### config.mk
export PLATFORM = sky130hd
export DESIGN_NAME = difficulty_select
export DESIGN_NICKNAME = d
export VERILOG_FILES = /design/src/rtl/difficulty_select.sv
export SDC_FILE = /design/constraint.sdc
export NUM_CORES = 1
export LEC_CHECK = 0
export BUFFER_PORTS_ARGS = -buffer_cell sky130_fd_sc_hd__buf_2
export CAP_MARGIN = 20
export CORE_UTILIZATION = 56
export CTS_CLUSTER_SIZE = 20
export DETAILED_ROUTE_END_ITERATION = 12
export PLACE_DENSITY = 0.87
export SYNTH_ARGS = -nofsm -noshare
export SYNTH_HDL_FRONTEND = slang
export SYNTH_SLANG_ARGS = --single-unit
### constraint.sdc
create_clock -name clk -period 2.9 [get_ports clk]
set_input_delay 0.29 -clock clk [delete_from_list [all_inputs] [get_ports clk]]
set_output_delay 0.29 -clock clk [all_outputs]
set_load 0.02 [all_outputs]
### src/rtl/difficulty_select.sv
// difficulty_select: game difficulty selector driven by debounced up/down
// push-buttons, with a registered LED bar graph on red (game stopped) or
// green (game running) pins.
//
// Optional feature macro: DIFFICULTY_BLINK_EN
//   Defined     -> the red bar blinks from a free-running BLINK_BITS counter.
//   Not defined -> the red bar is steady and the blink counter is absent.

// Per-button front end: 2-flop synchroniser, stable-sample debouncer and
// rising-edge detector. rise_o is a single-cycle step request.
module difficulty_debounce #(
    parameter int DEBOUNCE_CYCLES = 16
) (
    input  logic clk_i,
    input  logic rst_i,
    input  logic raw_i,
    output logic rise_o
);

    localparam int CW = $clog2(DEBOUNCE_CYCLES + 1);
    localparam logic [CW-1:0] CNT_LAST = CW'(DEBOUNCE_CYCLES - 1);

    logic          sync1_q;
    logic          sync2_q;
    logic          db_q;
    logic          db_d;
    logic          db_prev_q;
    logic [CW-1:0] cnt_q;
    logic [CW-1:0] cnt_d;

    // Two-stage synchroniser for the asynchronous button input.
    always_ff @(posedge clk_i) begin
        if (rst_i) begin
            sync1_q <= 1'b0;
            sync2_q <= 1'b0;
        end else begin
            sync1_q <= raw_i;
            sync2_q <= sync1_q;
        end
    end

    // Count consecutive samples that disagree with the accepted state; the
    // sample that would bring the count to DEBOUNCE_CYCLES is accepted.
    always_comb begin
        db_d  = db_q;
        cnt_d = '0;
        if (sync2_q != db_q) begin
            if (cnt_q == CNT_LAST) begin
                db_d  = sync2_q;
                cnt_d = '0;
            end else begin
                cnt_d = cnt_q + CW'(1);
            end
        end
    end

    // Debouncer state and the delayed copy used for edge detection.
    always_ff @(posedge clk_i) begin
        if (rst_i) begin
            db_q      <= 1'b0;
            db_prev_q <= 1'b0;
            cnt_q     <= '0;
        end else begin
            db_q      <= db_d;
            db_prev_q <= db_q;
            cnt_q     <= cnt_d;
        end
    end

    // Only a press (0 -> 1 of the accepted state) requests a step.
    assign rise_o = db_q & ~db_prev_q;

endmodule

module difficulty_select #(
    parameter int LEVELS          = 4,
    parameter int LED_WIDTH       = 8,
    parameter int DEBOUNCE_CYCLES = 16,
    parameter int BLINK_BITS      = 24,
    localparam int LVL_W          = $clog2(LEVELS)
) (
    input  logic                 clk,
    input  logic                 rst,
    input  logic                 gameover,
    input  logic                 btn_up,
    input  logic                 btn_down,
    output logic [LVL_W-1:0]     difficulty,
    output logic                 level_changed,
    output logic [LED_WIDTH-1:0] red_leds,
    output logic [LED_WIDTH-1:0] green_leds
);

    // Wide enough to hold (LEVELS * LED_WIDTH) without overflow.
    localparam int NW = LVL_W + $clog2(LED_WIDTH) + 1;
    localparam logic [LVL_W-1:0] MAX_LVL = LVL_W'(LEVELS - 1);

    // Reject parameter sets the datapath cannot represent.
    if (LEVELS < 2) begin : g_bad_levels
        $error("difficulty_select: LEVELS must be at least 2");
    end
    if (DEBOUNCE_CYCLES < 1) begin : g_bad_debounce
        $error("difficulty_select: DEBOUNCE_CYCLES must be at least 1");
    end
    if (BLINK_BITS < 1) begin : g_bad_blink
        $error("difficulty_select: BLINK_BITS must be at least 1");
    end

    logic                 up_req;
    logic                 dn_req;
    logic [LVL_W-1:0]     difficulty_q;
    logic [LVL_W-1:0]     difficulty_d;
    logic                 changed_q;
    logic                 changed_d;
    logic [NW-1:0]        lit_cnt;
    logic [LED_WIDTH-1:0] bar;
    logic [LED_WIDTH-1:0] red_q;
    logic [LED_WIDTH-1:0] red_d;
    logic [LED_WIDTH-1:0] green_q;
    logic [LED_WIDTH-1:0] green_d;
    logic                 blink_off;

    difficulty_debounce #(
        .DEBOUNCE_CYCLES(DEBOUNCE_CYCLES)
    ) u_db_up (
        .clk_i  (clk),
        .rst_i  (rst),
        .raw_i  (btn_up),
        .rise_o (up_req)
    );

    difficulty_debounce #(
        .DEBOUNCE_CYCLES(DEBOUNCE_CYCLES)
    ) u_db_down (
        .clk_i  (clk),
        .rst_i  (rst),
        .raw_i  (btn_down),
        .rise_o (dn_req)
    );

    // Level update: only while stopped, conflicting requests cancel, and
    // both ends saturate without reporting a change.
    always_comb begin
        difficulty_d = difficulty_q;
        if (gameover && (up_req ^ dn_req)) begin
            if (up_req && (difficulty_q != MAX_LVL)) begin
                difficulty_d = difficulty_q + LVL_W'(1);
            end else if (dn_req && (difficulty_q != '0)) begin
                difficulty_d = difficulty_q - LVL_W'(1);
            end
        end
        changed_d = (difficulty_d != difficulty_q);
    end

    // Level register and its change strobe.
    always_ff @(posedge clk) begin
        if (rst) begin
            difficulty_q <= '0;
            changed_q    <= 1'b0;
        end else begin
            difficulty_q <= difficulty_d;
            changed_q    <= changed_d;
        end
    end

    // Bar graph: light the lowest floor((level+1)*LED_WIDTH/LEVELS) bits.
    always_comb begin
        lit_cnt = ((NW'(difficulty_q) + NW'(1)) * NW'(LED_WIDTH)) / NW'(LEVELS);
        bar     = '0;
        for (int i = 0; i < LED_WIDTH; i++) begin
            bar[i] = (NW'(i) < lit_cnt);
        end
    end

`ifdef DIFFICULTY_BLINK_EN
    logic [BLINK_BITS-1:0] blink_q;

    // Free-running blink timer; its MSB blanks the red bar half the time.
    always_ff @(posedge clk) begin
        if (rst) begin
            blink_q <= '0;
        end else begin
            blink_q <= blink_q + BLINK_BITS'(1);
        end
    end

    assign blink_off = blink_q[BLINK_BITS-1];
`else
    assign blink_off = 1'b0;
`endif

    // Route the bar to the pin set matching the game state.
    always_comb begin
        red_d   = '0;
        green_d = '0;
        if (gameover) begin
            if (!blink_off) begin
                red_d = bar;
            end
        end else begin
            green_d = bar;
        end
    end

    // LED outputs are registered straight to the board pins.
    always_ff @(posedge clk) begin
        if (rst) begin
            red_q   <= '0;
            green_q <= '0;
        end else begin
            red_q   <= red_d;
            green_q <= green_d;
        end
    end

    assign difficulty    = difficulty_q;
    assign level_changed = changed_q;
    assign red_leds      = red_q;
    assign green_leds    = green_q;

endmodule
* After elaboration in Yosys (flattened, before gate mapping)
Cells that the tools add are included.
** Storage, ports and cells
- Register bits :: 37
- Output and inout port bits :: 19
- Logic and storage cells :: 54
** Cells by class
- $add $sub $neg :: 5
- Order comparisons :: 8
- Eq/ne operators :: 6
- Multiplexer cells :: 3
- Bitwise operators :: 8
- Reductions and logical operators :: 10
** Operator list (number)
- $lt 3x4->1 const A :: 4
- $add 5x1->5 const B :: 2
- $eq 5x4->1 const B :: 2
- $lt 1x4->1 const A :: 2
- $lt 2x4->1 const A :: 2
- $mux 2 :: 3
- $reduce_or 3->1 :: 2
- $not 1->1 :: 5
- $reduce_and 2->1 :: 2
- $reduce_or 2->1 :: 2
- $add 2x1->3 const B :: 1
- $logic_and 1x1->1 :: 3
- $add 2x1->2 const B :: 1
- $and 1x1->1 :: 2
- $ne 1x1->1 :: 2
- $ne 2x2->1 :: 1
- $ne 2x2->1 const B :: 1
- $reduce_bool 2->1 :: 1
- $sub 2x1->2 const B :: 1
- $xor 1x1->1 :: 1

* Depth between registers and ports, before layout
Gate-level depths: netlist (run 1).
- Depth in word-level cells :: 7
- Gate-level depth with buffers :: 6
- Gate-level depth less buffers :: 6

* Cells and area by module
From an unflattened synthesis (run 1), not the netlist that was laid out.
** Second synthesis, totals
- Cell total of the unflattened synthesis :: 106
- Area total of the unflattened synthesis :: 1103.6 um^2
** By module, submodules not included
- difficulty_debounce :: times used 2, cells each 30, area an instance 319.1 um^2, sequential area each 180.2 um^2
- difficulty_select :: times used 1, cells each 46, area an instance 465.4 um^2, sequential area each 220.2 um^2

* Least setup slack after synthesis (run 1)
No wires, ideal clock.
- Path kind :: register to register
- Start point :: register difficulty_q[0], in the netlist difficulty[0]
- End point :: register difficulty_q[1], in the netlist difficulty[1]
- Library setup time :: 0.129 ns
- Arrival :: 1.369 ns
- Setup slack :: 1.403 ns
- Cell stages (with the launch flop) :: 7
- Period minus slack after synthesis :: 1.497 ns
- Cells stage by stage :: dfxtp_1 -> inv_1 -> ha_1 -> nor3b_1 -> o211ai_2 -> mux2i_1 -> nor2_1
** Between the ends
- Longest elaborated chain between the ends :: 5
** Ends and longest elaborated chain
- from (decl) :: line 110 : logic [LVL_W-1:0] difficulty_q;
- from (signal assigned) :: line 160 : difficulty_q <= difficulty_d;
- branches (longest 3 deep; another with $sub 2x1->2)
- $mux 2 (*) :: line 145 : if (up_req && (difficulty_q != MAX_LVL)) begin
- $mux 2 (*) :: line 144 : if (gameover && (up_req ^ dn_req)) begin
Mark *: on every way between the ends.
A chain may end at the register's enable or synchronous reset.

* Final worst setup path (run 1)
- Start point :: register u_db_down.cnt_q[0]
- End point :: register u_db_down.cnt_q[2]
** Between the ends
- Longest elaborated chain between the ends :: 2
** Ends and longest elaborated chain
- from (decl) :: line 28 : logic [CW-1:0] cnt_q;
- from (signal assigned) :: line 66 : cnt_q <= cnt_d;
- branches (longest 2 deep; another with $add 5x1->5)
Parallel ways; which one is timed is not known.

==> results of run 1 <==
==> metrics by stage <==
stage | cells | setup slack [ns] | hold WS [ns]
after floorplan | 104 | 1.403 | 0.3616
after global placement | 143 | 1.375 | 0.4277
after detailed placement | 143 | 1.345 | 0.4330
after CTS | 150 | 1.325 | 0.1671
after global routing | 150 | 1.275 | 0.1730
final | 150 | 1.339 | 0.1855
==> cells by family (layout without fill, tap and decap cells) <==
group | Yosys count | after routing
buffers and inverters | 16 | 37
AOI/OAI and AO/OA | 3 | 3
adders and majority gates | 8 | 8
and+or+nand+nor | 37 | 37
muxes | 3 | 3
DFF | 29 | 29
xor gates and xnor gates | 8 | 8
==> worst min path at each step <==
stage                                             from                            to  slack, ns  cells past startpoint
after floorplan                                    rst  u_db_down.sync1_q$_SDFF_PP0_       0.36                      1
after global placement      u_db_up.sync1_q$_SDFF_PP0_    u_db_up.sync2_q$_SDFF_PP0_       0.43                      1
after detailed placement  u_db_down.sync1_q$_SDFF_PP0_  u_db_down.sync2_q$_SDFF_PP0_       0.43                      1
after CTS                                     btn_down  u_db_down.sync1_q$_SDFF_PP0_       0.17                      2
after global routing                          btn_down  u_db_down.sync1_q$_SDFF_PP0_       0.17                      2
final                                         btn_down  u_db_down.sync1_q$_SDFF_PP0_       0.19                      2
==> where the power goes <==
| group | total (W) | internal (W) | leakage, nW | switching, W |
|---|---|---|---|---|
| registers | 0.000405 | 0.000403 | 0.235 | 0.00000217 |
| logic | 0.0000224 | 0.00000837 | 0.284 | 0.0000140 |
| clock network | 0.000236 | 0.000114 | 0.0314 | 0.000122 |
| total | 0.000664 | 0.000525 | 0.550 | 0.000138 |
==> layer usage <==
layer | up-vias | global-route usage | wire length [um]
met2 | 19 | 0.2611 | 755
li1 | 372 | - | -
met1 | 324 | 0.1639 | 665
met3 | 4 | 0.08077 | 72
met5 | - | 0 | 0
met4 | 0 | 0.1543 | 42
==> state kept, by name, summed over array words and instances, names as in the netlist, 2 cells and up <==
name / count
u_db_down.cnt_q: 5
u_db_up.cnt_q: 5
green_leds: 4
difficulty: 2
red_leds: 4
==> worst reg2reg max path: cells and delay by family, from the launching register on <==
| kind | cells | cell delay (ns) |
|---|---|---|
| flip-flops | 1 | 0.34 |
| AND/OR/NAND/NOR | 3 | 0.75 |
| adder cells (fa/ha/maj) | 2 | 0.43 |
==> cells in the final DEF (no fill, tap or decap), types with 2 or more instances in the layout <==
| cell type | n |
|---|---|
| and3_1 | 2 |
| buf_2 | 23 |
| clkbuf_4 | 5 |
| dfxtp_1 | 29 |
| ha_1 | 8 |
| inv_1 | 7 |
| mux2i_1 | 3 |
| nand3_1 | 2 |
| nor2_1 | 7 |
| nor2_2 | 10 |
| nor2b_1 | 5 |
| nor3_1 | 3 |
| or3_4 | 2 |
| xnor2_1 | 6 |
| xor2_1 | 2 |
==> area by class of cell <==
| type | instances | area, um2 | area share |
|---|---|---|---|
| flip-flops and latches | 29 | 580.6 | 0.4585 |
| inverters | 7 | 26.28 | 0.02075 |
| well taps | 25 | 31.28 | 0.02470 |
| repair buffers | 23 | 115.1 | 0.09091 |
| multi-input cells | 59 | 457.9 | 0.3617 |
| clock buffers | 7 | 55.05 | 0.04348 |
==> results.py, run 1 <==
metrics = {
    "synthesis": {
        "yosysSeqAreaShare": 0.5144,
        "syn_area_mm2": 0.001129,
        "yosysUniqueCellTypes": 24,
        "yosys.area_share.simple": 0.2062,
        "postSynthCellCount": 104,
        "synth.ff_latch_count": 29,
        "postSynthAreaPerCell_um2": 10.85,
        "yosys-top-cells-area": "dfxtp_1 (51%), ha_1 (8.9%), nor2_2 (5.5%), buf_4 (5.3%), xnor2_1 (4.7%)",
        "synth_top_area_frac": 0.5144,
        "yosys-top-cells-count": "dfxtp_1 (29), nor2_2 (10), buf_4 (8), ha_1 (8)",
        "synth_mux_area_frac": 0.02661,
        "synth_top_family_by_area": "simple AND/OR/NAND/NOR gates",
        "synth_edf_count": 0,
        "synth_area_leader_cell": "dfxtp_1",
        "synth_most_common_cell": "dfxtp_1",
        "ys_warn_count": 0,
        "synthXorXnorAreaFrac": 0.06208,
        "syn-num-nets": 117,
        "synth_compound_area_frac": 0.02217,
        "synthArstFlopShare": 0,
        "synthFlopType": "dfxtp_1",
        "synth-adder-area-share": 0.08869,
    },
    "worst_setup_path": {
        "ff2ff_setup_slack_ns": 1.34,
        "worstPathCellList": "ha_1 -> and3_1 -> ha_1 -> or3_4 -> nor2_2",
        "critPathLaunchType": "register",
        "endpoint": "u_db_down.cnt_q[2]$_SDFF_PP0_",
        "max_stage_delay_ns": 0.44,
        "cp_data_arrival_time_ns": 1.82,
        "cp_data_required_time_ns": 3.16,
        "crit_slowest_cell": "or3_4",
        "startpoint": "u_db_down.cnt_q[0]$_SDFF_PP0_",
        "path_max_fanout": 5,
        "setup.worst_path.class": "register to register",
        "end_kind": "register",
        "critical_path_depth": 5,
        "reg2reg_to": "u_db_down.cnt_q[2]$_SDFF_PP0_",
        "critical-path-top-delay-family": "simple AND/OR/NAND/NOR gates",
        "cp_common_cell": "ha_1",
        "r2r_start": "u_db_down.cnt_q[0]$_SDFF_PP0_",
        "crit_buf_inv": 0,
        "r2r_cells": 5,
    },
    "clock_tree": {
        "cts.clk_slew.worst_paths_ns": 0.08,
        "cts_root_buffer": "clkbuf_4",
        "clk_path_buf_depth": 2,
        "cts_buffers": 5,
        "postCtsSetupBuffers": 0,
        "htree_levels": 2,
        "postCtsHoldBufs": 0,
        "cts.sinks": 29,
        "cts_tree": "done",
        "clk_latency_ns": 0.31,
        "cts_resized": 0,
    },
    "die": {
        "dieWidth_um": 46.89,
        "io_pins": 24,
        "num_rows": 15,
        "initial_core_util": 0.6264,
        "die_h_um": 46.89,
        "die-area_mm2": 0.002199,
        "coreArea_mm2": 0.001802,
    },
    "timing": {
        "final_hold_viol_count": 0,
        "fmax_mhz": 640.5,
        "max-slew-margin-rel": 0.7837,
        "slew_violations": 0,
        "rsz0062_at_grt": "false",
        "tns_ns": 0,
        "period_needed_ns": 1.561,
        "tightestPinTransition_ns": 0.3244,
        "finClkSkew_ns": 0.002554,
        "final-setup-viol-count": 0,
        "finalCritPeriodShare": 0.5383,
    },
    "global_route": {
        "grt_pass1_wl_um": 2311,
        "grt_usage": 0.1680,
        "grt_max_degree": 19,
        "overflow": 0,
        "antenna_found_initial": 0,
        "first_global_vias": 597,
    },
    "power": {
        "cellLeakagePower_nw": 0.5503,
        "ir_drop_uv": 458.4,
        "cellPowerDensity_mw_per_mm2": 524.1,
        "power_w": 0.0006636,
    },
    "flow_run": {
        "max-cap-violations": 0,
    },
    "finish": {
        "drive_above_1_share": 0.3520,
        "stdcell_area_mm2": 0.001266,
        "n_fill_cell": 143,
        "nets": 138,
        "fin_util": 0.7028,
        "syn_to_final_growth_pct": 12.19,
        "n_antenna_cell": 0,
    },
    "drt": {
        "ant_nets": 0,
        "viasPerCell": 4.793,
        "vias": 719,
        "routedWlPerCell_um": 10.24,
        "post-route-drc-count": 0,
        "routed_wl_um": 1536,
        "first_pass_iters": 4,
        "dr.first_iter.drc_count": 9,
    },
    "outcome": {
        "status": "finished clean",
    },
    "placement": {
        "globalplace.congestion": 0.7407,
        "hpwl_um": 1155,
        "placed_cell_area_mm2": 0.001211,
        "io_buffers": 23,
    },
    "min_path": {
        "hold_path.class": "input port to register",
    },
}
No activity file was read; power rests on OpenSTA's default activity.
==> run 2, diff against run 1 <==
Settings changed: CORE_UTILIZATION 56 to 52, PLACE_DENSITY 0.87 to 0.82.
Clock period 2.9 ns to 1.5 ns, I/O delays scaled along.
==> run 2 against run 1 <==
  * Hold slack lost 0.14 ns
  * Non-clock buffer count grew 6
  * Critical endpoint is now u_db_down.cnt_q[0]$_SDFF_PP0_
  * Critical path depth is the same
  * Final cell count grew 6.0%
  * Combinational power grew 110%
==> results.py, run 2 (same netlist as run 1, synthesis figures left out) <==
metrics = {
    "outcome": {
        "status": "finished clean",
    },
    "worst_setup_path": {
        "cp_data_arrival_time_ns": 1.72,
        "setup.worst_path.class": "register to register",
        "end_kind": "register",
        "critPathLaunchType": "register",
        "ff2ff_setup_slack_ns": 0.03,
        "path_max_fanout": 5,
        "cp_data_required_time_ns": 1.76,
    },
    "die": {
        "initial_core_util": 0.5637,
        "die-area_mm2": 0.002361,
        "io_pins": 24,
        "coreArea_mm2": 0.002002,
        "dieWidth_um": 48.59,
        "die_h_um": 48.59,
        "num_rows": 16,
    },
    "timing": {
        "fmax_mhz": 682.3,
        "whs_ns": 0.04604,
        "tns_ns": 0,
        "tightestPinTransition_ns": 0.3124,
        "setup_slack_ns": 0.03439,
        "final_hold_viol_count": 0,
        "finalCritPeriodShare": 0.9771,
        "period_needed_ns": 1.466,
        "finClkSkew_ns": 0.006457,
        "final-setup-viol-count": 0,
        "slew_violations": 0,
        "max-slew-margin-rel": 0.7917,
    },
    "power": {
        "clockPowerShare": 0.389,
        "power.switching_w": 0.0002901,
        "share_comb_of_total_power": 0.034,
        "p_sw_frac": 0.2135,
        "cellLeakagePower_nw": 0.5804,
        "seq_power_share": 0.577,
        "power_w": 0.001359,
        "ir_drop_uv": 646.9,
        "p_int_w": 0.001069,
        "cellPowerDensity_mw_per_mm2": 988.1,
    },
    "drt": {
        "dr.first_iter.drc_count": 5,
        "first_pass_iters": 3,
        "ant_nets": 0,
        "post-route-drc-count": 0,
        "routedWlPerCell_um": 10.73,
        "highest_layer": "met4",
        "vias": 745,
        "routed_wl_um": 1706,
        "met2WireLength_um": 856,
        "route.met3.wl_um": 86,
        "met1_length_um": 712,
        "viasPerCell": 4.686,
    },
    "clock_tree": {
        "cts_tree": "done",
        "htree_levels": 2,
        "cts.clk_slew.worst_paths_ns": 0.09,
        "clk_path_buf_depth": 2,
        "cts_buffers": 5,
        "cts_root_buffer": "clkbuf_4",
        "clk_latency_ns": 0.32,
        "cts.sinks": 29,
    },
    "global_route": {
        "grt_max_degree": 19,
        "overflow": 0,
        "grt_pass1_wl_um": 2815,
        "first_global_vias": 712,
        "antenna_found_initial": 0,
        "grt_usage": 0.1603,
    },
    "finish": {
        "n_antenna_cell": 0,
        "mostFrequentLayoutCells": "dfxtp_1 (24), buf_2 (23), nor2_2 (9)",
        "syn_to_final_growth_pct": 21.84,
        "drive_above_1_share": 0.4848,
        "layout_commonest_cell": "dfxtp_1",
        "final_cells": 159,
        "nets": 144,
        "reg_top3": "u_db_down.cnt_q (5), u_db_up.cnt_q (5)",
    },
    "flow_run": {
        "max-cap-violations": 0,
    },
    "placement": {
        "post-place-ws_ns": -0.01659,
        "io_buffers": 23,
        "hpwl_um": 1260,
        "dp.cells": 150,
        "globalplace.congestion": 0.7663,
    },
    "min_path": {
        "hold_path.class": "input port to register",
    },
}
-- run 2: power groups by stage --
stage / sequential [W] / clock [W] / combinational [W]
6_report: 0.000784 / 0.000528 / 0.0000469
5_1_grt: 0.000785 / 0.000575 / 0.0000507
4_1_cts: 0.000783 / 0.000541 / 0.0000466
3_5_place_dp: 0.000801 / 0 / 0.0000464
3_3_place_gp: 0.000800 / 0 / 0.0000456
2_1_floorplan: 0.000805 / 0 / 0.0000262
-- run 2: layer usage --
layer	global-route usage	vias to the layer above
li1	-	383
met1	0.1598	334
met2	0.2817	21
met3	0.04717	7
met4	0.1176	0
met5	0	-
-- run 2: worst paths after layout --
path	cells past startpoint	startpoint	end
hold reg to reg	1	u_db_up.sync1_q$_SDFF_PP0_	u_db_up.sync2_q$_SDFF_PP0_
setup reg to reg	5	u_db_down.cnt_q[0]$_SDFF_PP0_	u_db_down.cnt_q[0]$_SDFF_PP0_
setup / recovery	5	u_db_down.cnt_q[0]$_SDFF_PP0_	u_db_down.cnt_q[0]$_SDFF_PP0_
hold / removal	2	btn_up	u_db_up.sync1_q$_SDFF_PP0_
-- run 2: cell type report --
cell class              instances  area [um2]
multi-input cells              59       498.0
well taps                      27       33.78
fillers                       173       626.9
flip-flops and latches         29       586.8
repair buffers                 29       160.2
clock inverters                 1       5.005
clock buffers                   7       65.06
inverters                       7       26.28
-- run 2: critical path, stage by stage, from the launching register on --
cell	delay, ns
dfxtp_2	0.34
ha_4	0.16
and3_4	0.17
ha_2	0.17
or3_4	0.43
nor2_2	0.13
-- run 2: metrics by stage --
stage	util	cell area [um2]
after floorplan	-	1129
after global placement	0.6250	1251
final	0.6869	1375
after global routing	0.6869	1375
after detailed placement	0.6250	1251
after CTS	0.6600	1321
-- run 2: timing repair --
action	CTS	global route
gates resized for setup	0	14
endpoints found under the setup margin	10	9
pin swaps	2	8
hold buffers	0	0
hold endpoints to repair	0	0
buffers inserted	0	1
